### config.mk
export PLATFORM = sky130hd
export DESIGN_NAME = out_tx_buffer
export DESIGN_NICKNAME = d
export VERILOG_FILES = /design/src/rtl/out_tx_pkg.sv /design/src/rtl/sync_fifo.sv /design/src/rtl/out_tx_buffer.sv
export SDC_FILE = /design/constraint.sdc
export NUM_CORES = 1
export LEC_CHECK = 0
export BUFFER_PORTS_ARGS = -buffer_cell sky130_fd_sc_hd__buf_2
export CAP_MARGIN = 20
export CORE_ASPECT_RATIO = 1.4
export CORE_MARGIN = 3
export CORE_UTILIZATION = 50
export CTS_BUF_LIST = sky130_fd_sc_hd__clkbuf_4 sky130_fd_sc_hd__clkbuf_8
export DETAILED_ROUTE_END_ITERATION = 8
export GPL_ROUTABILITY_DRIVEN = 0
export PLACE_DENSITY = 0.77
export SLEW_MARGIN = 25
export SYNTH_ARGS = -nofsm -noshare
export SYNTH_HDL_FRONTEND = slang
export SYNTH_SLANG_ARGS = --single-unit
### constraint.sdc
create_clock -name clk -period 2.9 [get_ports clk]
set_input_delay 0.29 -clock clk [delete_from_list [all_inputs] [get_ports clk]]
set_output_delay 0.29 -clock clk [all_outputs]
set_load 0.01 [all_outputs]
### src/rtl/out_tx_pkg.sv
// out_tx_pkg: shared state type and UART framing constants for the output buffer.
package out_tx_pkg;

   typedef enum logic [1:0] {
      IDLE  = 2'd0,
      START = 2'd1,
      DATA  = 2'd2,
      STOP  = 2'd3
   } tx_state_t;

   localparam int unsigned UART_DATA_BITS  = 8;
   localparam int unsigned UART_FRAME_BITS = 10;

endpackage

### src/rtl/sync_fifo.sv
// sync_fifo: single-clock FIFO with a registered occupancy count and full/empty flags.
module sync_fifo #(
   parameter int unsigned WIDTH = 8,
   parameter int unsigned DEPTH = 16
) (
   input  logic             clk,
   input  logic             rst,
   input  logic             push_i,
   input  logic [WIDTH-1:0] wdata_i,
   input  logic             pop_i,
   output logic [WIDTH-1:0] rdata_o,
   output logic             full_o,
   output logic             empty_o
);

   localparam int unsigned AW = $clog2(DEPTH);
   localparam logic [AW:0] FULL_CNT = (AW+1)'(DEPTH);

   logic [WIDTH-1:0] mem_q [DEPTH];
   logic [AW-1:0]    wr_ptr_q, wr_ptr_d;
   logic [AW-1:0]    rd_ptr_q, rd_ptr_d;
   logic [AW:0]      count_q, count_d;
   logic             do_push, do_pop;

   // Flags come straight from the registered count, so out_busy has no input path.
   assign full_o  = (count_q == FULL_CNT);
   assign empty_o = (count_q == '0);
   assign rdata_o = mem_q[rd_ptr_q];
   assign do_push = push_i && !full_o;
   assign do_pop  = pop_i && !empty_o;

   // Pointer/count next state; pointers wrap naturally, push+pop leaves count unchanged.
   always_comb begin
      wr_ptr_d = wr_ptr_q;
      rd_ptr_d = rd_ptr_q;
      count_d  = count_q;
      if (do_push) wr_ptr_d = wr_ptr_q + AW'(1);
      if (do_pop)  rd_ptr_d = rd_ptr_q + AW'(1);
      if (do_push && !do_pop)      count_d = count_q + (AW+1)'(1);
      else if (!do_push && do_pop) count_d = count_q - (AW+1)'(1);
   end

   // Control registers with synchronous reset.
   always_ff @(posedge clk) begin
      if (rst) begin
         wr_ptr_q <= '0;
         rd_ptr_q <= '0;
         count_q  <= '0;
      end else begin
         wr_ptr_q <= wr_ptr_d;
         rd_ptr_q <= rd_ptr_d;
         count_q  <= count_d;
      end
   end

   // Storage array; contents after reset are irrelevant, so it is not reset.
   always_ff @(posedge clk) begin
      if (do_push) mem_q[wr_ptr_q] <= wdata_i;
   end

endmodule

### src/rtl/out_tx_buffer.sv
// out_tx_buffer: queues core output words and shifts them out as 8N1 UART frames, low byte first.
module out_tx_buffer
   import out_tx_pkg::*;
#(
   parameter int unsigned REG_W       = 32,
   parameter int unsigned DEPTH       = 16,
   parameter int unsigned OUT_BYTES   = 1,
   parameter int unsigned CLK_PER_BIT = 868
) (
   input  logic             clk,
   input  logic             rst,
   input  logic             out_req,
   input  logic [REG_W-1:0] out_data,
   output logic             out_busy,
   output logic             txd,
   output logic             tx_active
);

   localparam int unsigned       WORD_W      = UART_DATA_BITS * OUT_BYTES;
   localparam int unsigned       BAUD_W      = $clog2(CLK_PER_BIT);
   localparam logic [BAUD_W-1:0] BAUD_RELOAD = BAUD_W'(CLK_PER_BIT - 1);
   localparam logic [2:0]        LAST_BIT    = 3'(UART_DATA_BITS - 1);
   localparam logic [1:0]        LAST_BYTE   = 2'(OUT_BYTES - 1);

   tx_state_t         state_q, state_d;
   logic [BAUD_W-1:0] baud_q, baud_d;
   logic [2:0]        bit_q, bit_d;
   logic [1:0]        byte_idx_q, byte_idx_d;
   logic [WORD_W-1:0] word_q, word_d, word_shifted;
   logic [7:0]        tx_byte_q, tx_byte_d;
   logic              fifo_pop, fifo_full, fifo_empty;
   logic [WORD_W-1:0] fifo_rdata;
   logic              baud_done;
   logic              unused_data;

   // Only the low OUT_BYTES bytes of a word are ever transmitted.
   assign unused_data  = ^out_data;
   assign baud_done    = (baud_q == '0);
   assign word_shifted = word_q >> UART_DATA_BITS;

   sync_fifo #(
      .WIDTH (WORD_W),
      .DEPTH (DEPTH)
   ) u_fifo (
      .clk     (clk),
      .rst     (rst),
      .push_i  (out_req),
      .wdata_i (out_data[WORD_W-1:0]),
      .pop_i   (fifo_pop),
      .rdata_o (fifo_rdata),
      .full_o  (fifo_full),
      .empty_o (fifo_empty)
   );

   // State, baud counter, bit/byte sequencer and shift registers.
   always_ff @(posedge clk) begin
      if (rst) begin
         state_q    <= IDLE;
         baud_q     <= '0;
         bit_q      <= '0;
         byte_idx_q <= '0;
         word_q     <= '0;
         tx_byte_q  <= '0;
      end else begin
         state_q    <= state_d;
         baud_q     <= baud_d;
         bit_q      <= bit_d;
         byte_idx_q <= byte_idx_d;
         word_q     <= word_d;
         tx_byte_q  <= tx_byte_d;
      end
   end

   // Next-state: frame sequencing; the baud counter reloads on every state or bit change.
   always_comb begin
      state_d    = state_q;
      baud_d     = baud_q;
      bit_d      = bit_q;
      byte_idx_d = byte_idx_q;
      word_d     = word_q;
      tx_byte_d  = tx_byte_q;
      fifo_pop   = 1'b0;
      case (state_q)
         IDLE: begin
            if (!fifo_empty && byte_idx_q == '0) begin
               fifo_pop  = 1'b1;
               word_d    = fifo_rdata;
               tx_byte_d = fifo_rdata[7:0];
               baud_d    = BAUD_RELOAD;
               state_d   = START;
            end
         end
         START: begin
            if (baud_done) begin
               bit_d   = '0;
               baud_d  = BAUD_RELOAD;
               state_d = DATA;
            end else begin
               baud_d = baud_q - BAUD_W'(1);
            end
         end
         DATA: begin
            if (baud_done) begin
               baud_d    = BAUD_RELOAD;
               tx_byte_d = {1'b0, tx_byte_q[7:1]};
               if (bit_q == LAST_BIT) state_d = STOP;
               else                   bit_d   = bit_q + 3'd1;
            end else begin
               baud_d = baud_q - BAUD_W'(1);
            end
         end
         STOP: begin
            if (baud_done) begin
               baud_d = BAUD_RELOAD;
               // byte_idx only counts up from 0, so != is the same test as < here.
               if (byte_idx_q != LAST_BYTE) begin
                  byte_idx_d = byte_idx_q + 2'd1;
                  word_d     = word_shifted;
                  tx_byte_d  = word_shifted[7:0];
                  state_d    = START;
               end else begin
                  byte_idx_d = '0;
                  state_d    = IDLE;
               end
            end else begin
               baud_d = baud_q - BAUD_W'(1);
            end
         end
         default: state_d = IDLE;
      endcase
   end

   // Outputs: line level from state, activity and stall flags.
   always_comb begin
      txd = 1'b1;
      case (state_q)
         START:   txd = 1'b0;
         DATA:    txd = tx_byte_q[0];
         default: txd = 1'b1;
      endcase
      tx_active = !fifo_empty || (state_q != IDLE);
      out_busy  = fifo_full;
   end

endmodule

==> flow_summary.json, run 1 <==
{
  "status": "finished, final reports clean",
  "path_max_fanout": 4,
  "crit_slowest_cell": "or4_1",
  "utilization_pct": 56.6,
  "p_total_mw": 6.64,
  "post-synth-top-count-cell": "edfxtp_1",
  "worstPathArrival_ns": 3.12,
  "antenna_left": 0,
  "cp.required_ns": 3.28,
  "num_rows": 51,
  "grt_pass1_vias": 4148,
  "crit_start": "u_fifo.count_q[0]",
  "fp.coreArea_mm2": 0.0139,
  "rsz0062_at_grt": "false",
  "power.switching_mw": 2.14,
  "setup_viol": 0,
  "synth_cell_types": 57,
  "io_pins": 38,
  "crit_path_start_kind": "register",
  "final_nets": 556,
  "power_density_mw_per_mm2": 843,
  "grt_usage_pct": 18.5,
  "synth.cell_area_mm2": 0.00712,
  "placed_cell_area_mm2": 0.00749,
  "post_cts_buffers": 0,
  "fin_worst_skew_ns": 0.0109,
  "reg2reg_slack_ns": 0.16,
  "ys_async_sr_fraction_pct": 0,
  "syn_inst": 471,
  "power_frac_comb_pct": 31.2,
  "rr_worst_depth": 11,
  "vdd_ir_drop_max_mv": 0.471,
  "antenna_found_initial": 0,
  "clkPwrFrac_pct": 23.2,
  "yosysTopAreaCellShare_pct": 54.0,
  "hold_violations": 0,
  "num_vias": 4016,
  "r2r-start": "u_fifo.count_q[0]",
  "fmax_ghz": 0.365,
  "setup_ws_ns": 0.163,
  "drt_iter0_markers": 346,
  "slew_violations": 0,
  "multi_input_area_mm2": 0.00231,
  "fin_crit_sh_pct": 94.4,
  "synth_flop_cell": "edfxtp_1",
  "crit_chain": "or4_1, o211a_1, inv_2, ha_1, inv_2, fa_2, a21o_1, a21oi_1, xnor2_1, or3_1, a21oi_1",
  "final_cell_area_mm2": 0.00787,
  "seq_power_share_pct": 45.7,
  "drcViolationCount": 0,
  "io_buffers": 13,
  "period_minus_slack_ns": 2.74,
  "globalRouteOverflowTotal": 0,
  "wl_per_cell_um": 19.4,
  "sw_frac_of_total_pct": 32.2,
  "seqCellArea_mm2": 0.00469,
  "ys_seq_elements": 170,
  "fp.dieW_um": 107,
  "floorplan.initialDensity_pct": 51.2,
  "clk_path_buf_depth": 2,
  "first_pass_iters": 5,
  "root_buffer": "clkbuf_8",
  "insertion_delay_ns": 0.45,
  "clkTransAtPathRegs_ns": 0.09,
  "worst_path_largest_cell_delay_ns": 0.51,
  "end_kind": "register",
  "grt_pass1_wl_um": 21800,
  "critPathCapture": "u_fifo.count_q[4]",
  "htree_levels": 4,
  "n_fill_cell": 1110,
  "stdcell_count": 699,
  "pre_cts_ws_ns": 0.117,
  "reg2reg_to": "u_fifo.count_q[4]",
  "drive_gt1_share_pct": 20.8,
  "synth_area_leaders": "edfxtp_1, dfxtp_1, mux4_2",
  "synth_warnings": 0,
  "synth.avg_cell_area_um2": 15.1,
  "grt_max_degree": 41,
  "drt-total-wl_um": 13600,
  "cts.sinks": 170,
  "critPathKind": "reg2reg",
  "netlist.top_cell.by_area": "edfxtp_1",
  "p_leak_nw": 2.62,
  "worst_pin_slew_ns": 1.02,
  "die-area_mm2": 0.0157,
  "syn_nets": 526,
  "numCtsBuffers": 17,
  "syn_to_final_growth_pct": 10.6,
  "die_h_um": 147,
  "hpwl_um": 9390,
  "cts_tree": "yes",
  "place_inst": 667,
  "vias_per_cell": 5.75,
  "synth.cells.most_frequent": "edfxtp_1, dfxtp_1, nor2_1",
  "hp-class": "in2reg",
  "maxCapViolCount": 0,
  "final.setup.tns_ns": 0,
  "n_antenna_cell": 0,
  "synth_edf_count": 128,
  "p_int_mw": 4.50,
  "slew_headroom_pct": 31.2,
  "hold_ws_ns": 0.210,
  "ys_seq_area_share_pct": 65.8
}
[cell families (layout without fill, tap and decap cells)]
kind of cell / Yosys count / count (layout) / synth area share [%]
XOR/XNOR: 16 / 16 / 1.97
multiplexers: 41 / 41 / 11.2
buffers and inverters: 33 / 76 / 1.88
adder cells (fa/ha/maj): 20 / 20 / 3.62
flip-flops: 170 / 170 / 65.8
AND/OR/NAND/NOR: 125 / 125 / 9.11
AO/OA/AOI/OAI: 66 / 66 / 6.40
[power by group through the flow]
| stage | sequential [mW] | combinational [mW] | clock, mW |
|---|---|---|---|
| after detailed placement | 3.09 | 2.07 | 0 |
| after global routing | 3.06 | 2.30 | 1.68 |
| after CTS | 3.03 | 2.08 | 1.57 |
| after global placement | 3.07 | 1.99 | 0 |
| final | 3.03 | 2.07 | 1.54 |
| after floorplan | 3.01 | 1.59 | 0 |
[what timing repair did]
action                     CTS  global route
hold buffers                 0             0
setup endpoints to repair    0             1
gates resized for setup      0             2
hold endpoints to repair     0             0
[worst max-delay path: cells and delay by family, from the launching register on]
| kind | cells | cell delay (ns) |
|---|---|---|
| AO/OA/AOI/OAI | 4 | 0.72 |
| XOR/XNOR | 1 | 0.10 |
| adder cells (fa/ha/maj) | 2 | 0.55 |
| buffers and inverters | 2 | 0.15 |
| flip-flops | 1 | 0.32 |
| AND/OR/NAND/NOR | 2 | 0.82 |
[per-layer routing]
| metal | GRT usage (%) | vias to the layer above | wire, um |
|---|---|---|---|
| met3 | 4.00 | 29 | 561 |
| met4 | 7.68 | 0 | 344 |
| met5 | 0 | - | 0 |
| met1 | 22.0 | 2021 | 5280 |
| met2 | 32.3 | 90 | 7370 |
| li1 | - | 1876 | - |
[state kept, by name (all words and copies together), names as in the netlist, named ones only]
signal	count
u_fifo.mem_q	128
baud_q	10
tx_byte_q	8
u_fifo.count_q	5
u_fifo.rd_ptr_q	4
u_fifo.wr_ptr_q	4
bit_q	3
byte_idx_q	2
state_q	2
[worst min-delay path by stage]
| stage | start | to | slack, ns | cells after the start |
|---|---|---|---|---|
| final | out_data[4] | u_fifo.mem_q[9][4] | 0.21 | 1 |
| after global routing | out_data[2] | u_fifo.mem_q[14][2] | 0.19 | 1 |
| after CTS | out_data[4] | u_fifo.mem_q[5][4] | 0.18 | 1 |
| after detailed placement | tx_byte_q[7] | tx_byte_q[7] | 0.46 | 2 |
| after global placement | byte_idx_q[0] | byte_idx_q[0] | 0.44 | 2 |
| after floorplan | out_data[0] | u_fifo.mem_q[0][0] | 0.39 | 0 |
[cell type report]
cell class,instances,area share [%]
multi-input combinational,268,29.3
clock buffer,19,3.16
tap,185,2.94
timing repair buffer,32,2.96
sequential,170,59.5
clock inverter,13,1.54
inverter,12,0.572
[cells in the final DEF, fill, tap and decap left out, types with 3 or more instances in the layout]
master	n
buf_2	13
nand3_1	10
a22o_1	7
clkbuf_8	17
clkinv_4	4
o21ai_0	14
mux4_2	31
nor2b_1	6
nor2_1	40
buf_4	17
a22oi_1	5
a21oi_1	18
ha_1	19
mux2i_1	10
nor3_1	12
and4_1	3
nor4_1	4
nand2_1	24
nand4_1	5
xor2_1	10
dfxtp_1	41
inv_1	10
edfxtp_1	128
clkinvlp_4	4
nand2b_1	3
xnor2_1	6
No activity file was read; power rests on OpenSTA's default activity.
==> inputs of run 2 (changes only) <==
- ABC_AREA: default -> 1
==> run 2 against run 1 <==
Compared with the run above: worst hold slack improved by 0.012 ns; clock-buffer cell count fell by 2; sequential power fell by 2%; sequential share of layout area fell by 2.0 points; critical path depth rose by 6; synthesized area rose by 6.6%; flip-flop and latch count did not move; highest routed layer unchanged.
==> flow_summary.json, run 2 <==
{
  "worst_pin_slew_ns": 0.820,
  "clkTransAtPathRegs_ns": 0.09,
  "slew_violations": 0,
  "clkPwrFrac_pct": 21.4,
  "hold_ws_ns": 0.223,
  "final.setup.tns_ns": 0,
  "syn_inst": 782,
  "yosysTopAreaCellShare_pct": 50.7,
  "fin_crit_sh_pct": 88.8,
  "hp-class": "in2reg",
  "num_rows": 52,
  "drive_gt1_share_pct": 9.65,
  "r2r-start": "u_fifo.count_q[0]",
  "critPathCapture": "u_fifo.count_q[4]",
  "drcViolationCount": 0,
  "antenna_left": 0,
  "sw_frac_of_total_pct": 39.1,
  "vias_per_cell": 5.25,
  "rr_worst_depth": 17,
  "post_cts_buffers": 0,
  "p_total_mw": 7.21,
  "end_kind": "register",
  "antenna_found_initial": 0,
  "globalRouteOverflowTotal": 0,
  "n_antenna_cell": 0,
  "cts.sinks": 170,
  "syn_to_final_growth_pct": 7.40,
  "p_leak_nw": 3.29,
  "fp.coreArea_mm2": 0.0146,
  "stdcell_count": 997,
  "crit_path_start_kind": "register",
  "slew_headroom_pct": 45.2,
  "synth_area_leaders": "edfxtp_1, nand2_1, dfxtp_1",
  "ys_seq_elements": 170,
  "vdd_ir_drop_max_mv": 0.584,
  "numCtsBuffers": 17,
  "critPathKind": "reg2reg",
  "layout_common_cells": "nand2_1, edfxtp_1, nor2_1, inv_1, dfxtp_1",
  "synth.cell_area_mm2": 0.00759,
  "synth_edf_count": 128,
  "synth.cells.most_frequent": "nand2_1, edfxtp_1, nor2_1",
  "grt_pass1_wl_um": 25400,
  "seq_power_share_pct": 41.0,
  "netlist.top_cell.by_area": "edfxtp_1",
  "synth_warnings": 0,
  "power_frac_comb_pct": 37.6,
  "synth_cell_types": 37,
  "insertion_delay_ns": 0.46,
  "place_inst": 965,
  "setup_viol": 0,
  "htree_levels": 4,
  "io_buffers": 13,
  "top_register": "u_fifo.mem_q",
  "grt_usage_pct": 20.1,
  "synth.avg_cell_area_um2": 9.70,
  "root_buffer": "clkbuf_8",
  "hpwl_um": 10100,
  "ys_seq_area_share_pct": 61.7,
  "cp.required_ns": 3.29,
  "fmax_ghz": 0.388,
  "synth_flop_cell": "edfxtp_1",
  "rsz0062_at_grt": "false",
  "hold_violations": 0,
  "top_regs": "u_fifo.mem_q: 128 flops, baud_q: 10 flops, tx_byte_q: 8 flops",
  "clk_path_buf_depth": 2,
  "fin_worst_skew_ns": 0.0127,
  "die_h_um": 152,
  "cts_tree": "yes",
  "syn_nets": 837,
  "grt_max_degree": 70,
  "reg2reg_to": "u_fifo.count_q[4]",
  "power_density_mw_per_mm2": 885,
  "path_max_fanout": 6,
  "worstPathArrival_ns": 2.97,
  "num_vias": 5234,
  "final_common_cell": "nand2_1",
  "power.switching_mw": 2.82,
  "io_pins": 38,
  "largest_reg_flops": 128,
  "drt-total-wl_um": 15500,
  "grt_pass1_vias": 5139,
  "first_pass_iters": 5,
  "fp.dieW_um": 110,
  "post-synth-top-count-cell": "nand2_1",
  "drt_iter0_markers": 235,
  "die-area_mm2": 0.0167,
  "floorplan.initialDensity_pct": 51.8,
  "ys_async_sr_fraction_pct": 0,
  "maxCapViolCount": 0,
  "status": "finished, final reports clean",
  "p_int_mw": 4.39,
  "reg2reg_slack_ns": 0.33,
  "wl_per_cell_um": 15.6,
  "period_minus_slack_ns": 2.57,
  "crit_start": "u_fifo.count_q[0]",
  "final_nets": 850
}
-- run 2: changes by cell type in the layout (fill, tap and decap cells not counted), moves of 24 or more --
| cell | previous run | this run |
|---|---|---|
| nand2_1 | 24 | 232 |
| mux4_2 | 31 | 0 |
| o21ai_0 | 14 | 38 |
| nand3_1 | 10 | 40 |
| inv_1 | 10 | 51 |
| nor2_1 | 40 | 110 |
-- run 2: timing repair --
item / CTS / global route
gates resized for setup: 0 / 1
setup endpoints to repair: 0 / 1
hold buffers: 0 / 0
-- run 2: how the worst min path moves through the flow --
| stage | start | endpoint | slack [ns] | depth (start not counted) |
|---|---|---|---|---|
| 2_1_floorplan | out_data[0] | u_fifo.mem_q[0][0] | 0.39 | 0 |
| 3_3_place_gp | bit_q[2] | bit_q[2] | 0.45 | 2 |
| 3_5_place_dp | bit_q[1] | bit_q[1] | 0.45 | 2 |
| 4_1_cts | out_req | u_fifo.wr_ptr_q[0] | 0.21 | 3 |
| 5_1_grt | out_data[7] | u_fifo.mem_q[0][7] | 0.23 | 1 |
| 6_report | out_req | u_fifo.wr_ptr_q[1] | 0.22 | 3 |
-- run 2: cell type report --
cell class,count,area [um2]
sequential,170,4690
tap,189,236
clock buffer,17,234
fill,1266,6490
multi-input combinational,521,2470
clock inverter,15,125
inverter,60,228
timing repair buffer,25,168
-- run 2: cell families after synthesis --
logic type / share of synthesized area [%]
AND/OR/NAND/NOR: 22.0
flip-flops: 61.7
AO/OA/AOI/OAI: 6.81
buffers and inverters: 5.71
adder cells (fa/ha/maj): 3.40
XOR/XNOR: 0.346
-- run 2: stage by stage --
step | utilization, % | setup WS, ns | cell area (um2)
after floorplan | - | 0.535 | 7590
after global placement | 53.2 | 0.418 | 7790
after detailed placement | 53.2 | 0.350 | 7790
after CTS | 55.6 | 0.309 | 8150
after global routing | 55.7 | 0.0232 | 8150
final | 55.7 | 0.325 | 8150
-- run 2: power groups by stage --
stage / clock network, mW / registers (mW) / logic [mW]
global placement: 0 / 3.00 / 2.65
global route: 1.66 / 2.98 / 3.09
finish: 1.54 / 2.96 / 2.71
floorplan: 0 / 2.97 / 2.20
CTS: 1.57 / 2.96 / 2.73
detailed placement: 0 / 3.01 / 2.71
-- run 2: critical path, cell delays in order, from the launching register on --
cell and delay [ns]:
dfxtp_1 0.36, nor2_1 0.18, nand2_1 0.07, nor2_1 0.13, inv_1 0.05, nand2_1 0.15
inv_1 0.14, ha_1 0.23, inv_1 0.15, ha_1 0.30, a21o_1 0.20, a21oi_1 0.16
nor2_1 0.05, nor2_1 0.08, nand2_1 0.07, nand2_1 0.06, nand2_1 0.04, nor2_1 0.09
-- run 2: layer usage --
metal	wire length (um)	global-route usage, %
met4	461	9.24
met1	6250	24.2
met5	0	0
met3	916	3.48
met2	7890	34.8
==> inputs of run 3 (changes only) <==
- ABC_CLOCK_PERIOD_IN_PS: default -> 2400
- PLACE_DENSITY: 0.77 -> 0.74
- SLEW_MARGIN: 25 -> 0
- clock period: 2.9 -> 2.4 ns (I/O delays scaled with it)
==> run 3 against run 2 <==
Compared with the run above: combinational power up 27%; setup slack worse by 0.10 ns; worst hold slack worse by 0.032 ns; flip-flop and latch count unchanged; sequential share of layout area down 0.82 points; clock power up 36%; register-to-register slack worse by 0.095 ns; power up 26%; global-route usage down 0.60 points; core utilization up 0.85 points; sequential power up 21%; routed wire length up 0.12%.
==> flow_summary.json, run 3 (synthesis results as in run 2) <==
{
  "fp.coreArea_mm2": 0.0146,
  "worst_path_largest_cell_delay_ns": 0.55,
  "crit_slowest_cell": "ha_1",
  "path_max_fanout": 17,
  "cts_tree": "yes",
  "root_buffer": "clkbuf_8",
  "power_density_mw_per_mm2": 1100,
  "top_regs": "u_fifo.mem_q: 128 flops, baud_q: 10 flops, tx_byte_q: 8 flops",
  "status": "finished, final reports clean",
  "io_pins": 38,
  "critPathKind": "reg2out",
  "cts_hold_buf": 0,
  "syn_to_final_growth_pct": 9.05,
  "drt_iter0_markers": 273,
  "fin_crit_sh_pct": 90.6,
  "floorplan.initialDensity_pct": 51.8,
  "worstPathArrival_ns": 1.94,
  "insertion_delay_ns": 0.45,
  "cts_resized": 0,
  "antenna_left": 0,
  "crit_chain": "inv_1, ha_1, nor2_1, inv_1, nand2_1, buf_2",
  "crit_path_start_kind": "register",
  "reg2reg_slack_ns": 0.23,
  "io_buffers": 13,
  "hold_violations": 0,
  "top_register": "u_fifo.mem_q",
  "slew_violations": 0,
  "final.setup.tns_ns": 0,
  "multi_input_area_mm2": 0.00251,
  "hpwl_um": 9840,
  "drcViolationCount": 0,
  "grt_max_degree": 70,
  "clkTransAtPathRegs_ns": 0.10,
  "final_common_cell": "nand2_1",
  "placed_cell_area_mm2": 0.00782,
  "fmax_ghz": 0.460,
  "die-area_mm2": 0.0167,
  "clk_path_buf_depth": 2,
  "end_kind": "output port",
  "vias_per_cell": 5.32,
  "period_minus_slack_ns": 2.18,
  "drive_gt1_share_pct": 11.5,
  "globalRouteOverflowTotal": 0,
  "num_rows": 52,
  "grt_usage_pct": 19.5,
  "drt-total-wl_um": 15500,
  "reg2reg_to": "u_fifo.count_q[4]",
  "whs_path_depth": 1,
  "path_common_cell": "inv_1",
  "fin_worst_skew_ns": 0.0132,
  "post_cts_buffers": 0,
  "cp.required_ns": 2.16,
  "layout_common_cells": "nand2_1, edfxtp_1, nor2_1, inv_1, nand3_1",
  "cts.sinks": 170,
  "final_nets": 852,
  "wl_per_cell_um": 15.5,
  "maxCapViolCount": 0,
  "first_pass_iters": 5,
  "die_h_um": 152,
  "final_cell_area_mm2": 0.00827,
  "hold_end": "u_fifo.mem_q[0][2]",
  "grt_pass1_vias": 4942,
  "worst_pin_slew_ns": 0.878,
  "slew_headroom_pct": 41.2,
  "seqCellArea_mm2": 0.00469,
  "grt_pass1_wl_um": 24400,
  "hp-class": "in2reg",
  "largest_reg_flops": 128,
  "numCtsBuffers": 17,
  "p_leak_nw": 3.34,
  "antenna_found_initial": 0,
  "num_vias": 5315,
  "rr_worst_depth": 14,
  "vdd_ir_drop_max_mv": 0.876,
  "rsz0062_at_grt": "false",
  "fp.dieW_um": 110,
  "n_antenna_cell": 0,
  "htree_levels": 4,
  "min_from": "out_data[2]",
  "r2r-start": "state_q[0]",
  "n_fill_cell": 1247,
  "p_total_mw": 9.11,
  "setup_viol": 0
}
## run 3: cell types whose count changed in the layout (fill, tap and decap cells not counted), moves of 2 or more
cell / change
inv_8: +3
nor2_1: -2
clkinv_2: -2
dfxtp_2: +3
clkinv_1: -2
ha_2: +2
clkinvlp_4: -3
inv_6: +2
ha_1: -3
dfxtp_1: -3
## run 3: layout make-up
type,count,area share [%]
flip-flops and latches,170,56.7
multi-input cells,521,30.3
clock buffers,18,2.92
well taps,189,2.86
inverters,60,2.75
repair buffers,27,2.36
clock inverters,14,2.15
## run 3: worst max path at each step
| stage | from | to | slack, ns | cells past startpoint |
|---|---|---|---|---|
| floorplan | u_fifo.count_q[1] | u_fifo.count_q[4] | 0.04 | 16 |
| global placement | u_fifo.count_q[0] | u_fifo.count_q[4] | 0.14 | 16 |
| detailed placement | u_fifo.count_q[0] | u_fifo.count_q[4] | 0.08 | 17 |
| CTS | u_fifo.count_q[0] | u_fifo.count_q[4] | 0.05 | 17 |
| global route | u_fifo.count_q[3] | u_fifo.count_q[4] | 0.001 | 16 |
| finish | state_q[0] | txd | 0.22 | 6 |
## run 3: metal layers
layer | up-vias | share of wire, % | track usage (%)
met2 | 134 | 51 | 33.7
met5 | - | 0 | 0
met3 | 34 | 4.9 | 4.03
li1 | 2629 | - | -
met4 | 0 | 3.7 | 9.12
met1 | 2518 | 40 | 23.0
## run 3: power by group
group | internal, mW | switching (mW)
sequential | 3.42 | 0.156
combinational | 1.17 | 2.27
clock | 0.983 | 1.11
total | 5.57 | 3.53
## run 3: stage by stage
step	hold slack [ns]	std cells	setup slack [ns]	utilization (%)
floorplan	0.339	782	0.0351	-
global placement	0.447	967	0.137	53.4
detailed placement	0.454	967	0.0847	53.4
CTS	0.155	999	0.0533	56.2
global route	0.158	999	0.00108	56.5
finish	0.190	999	0.225	56.5
## run 3: critical path, delay by kind of cell (launching register included)
family / cells / cell delay, ns
adders and majority gates: 1 / 0.55
DFF: 1 / 0.35
buffers and inverters: 3 / 0.38
and+or+nand+nor: 2 / 0.20
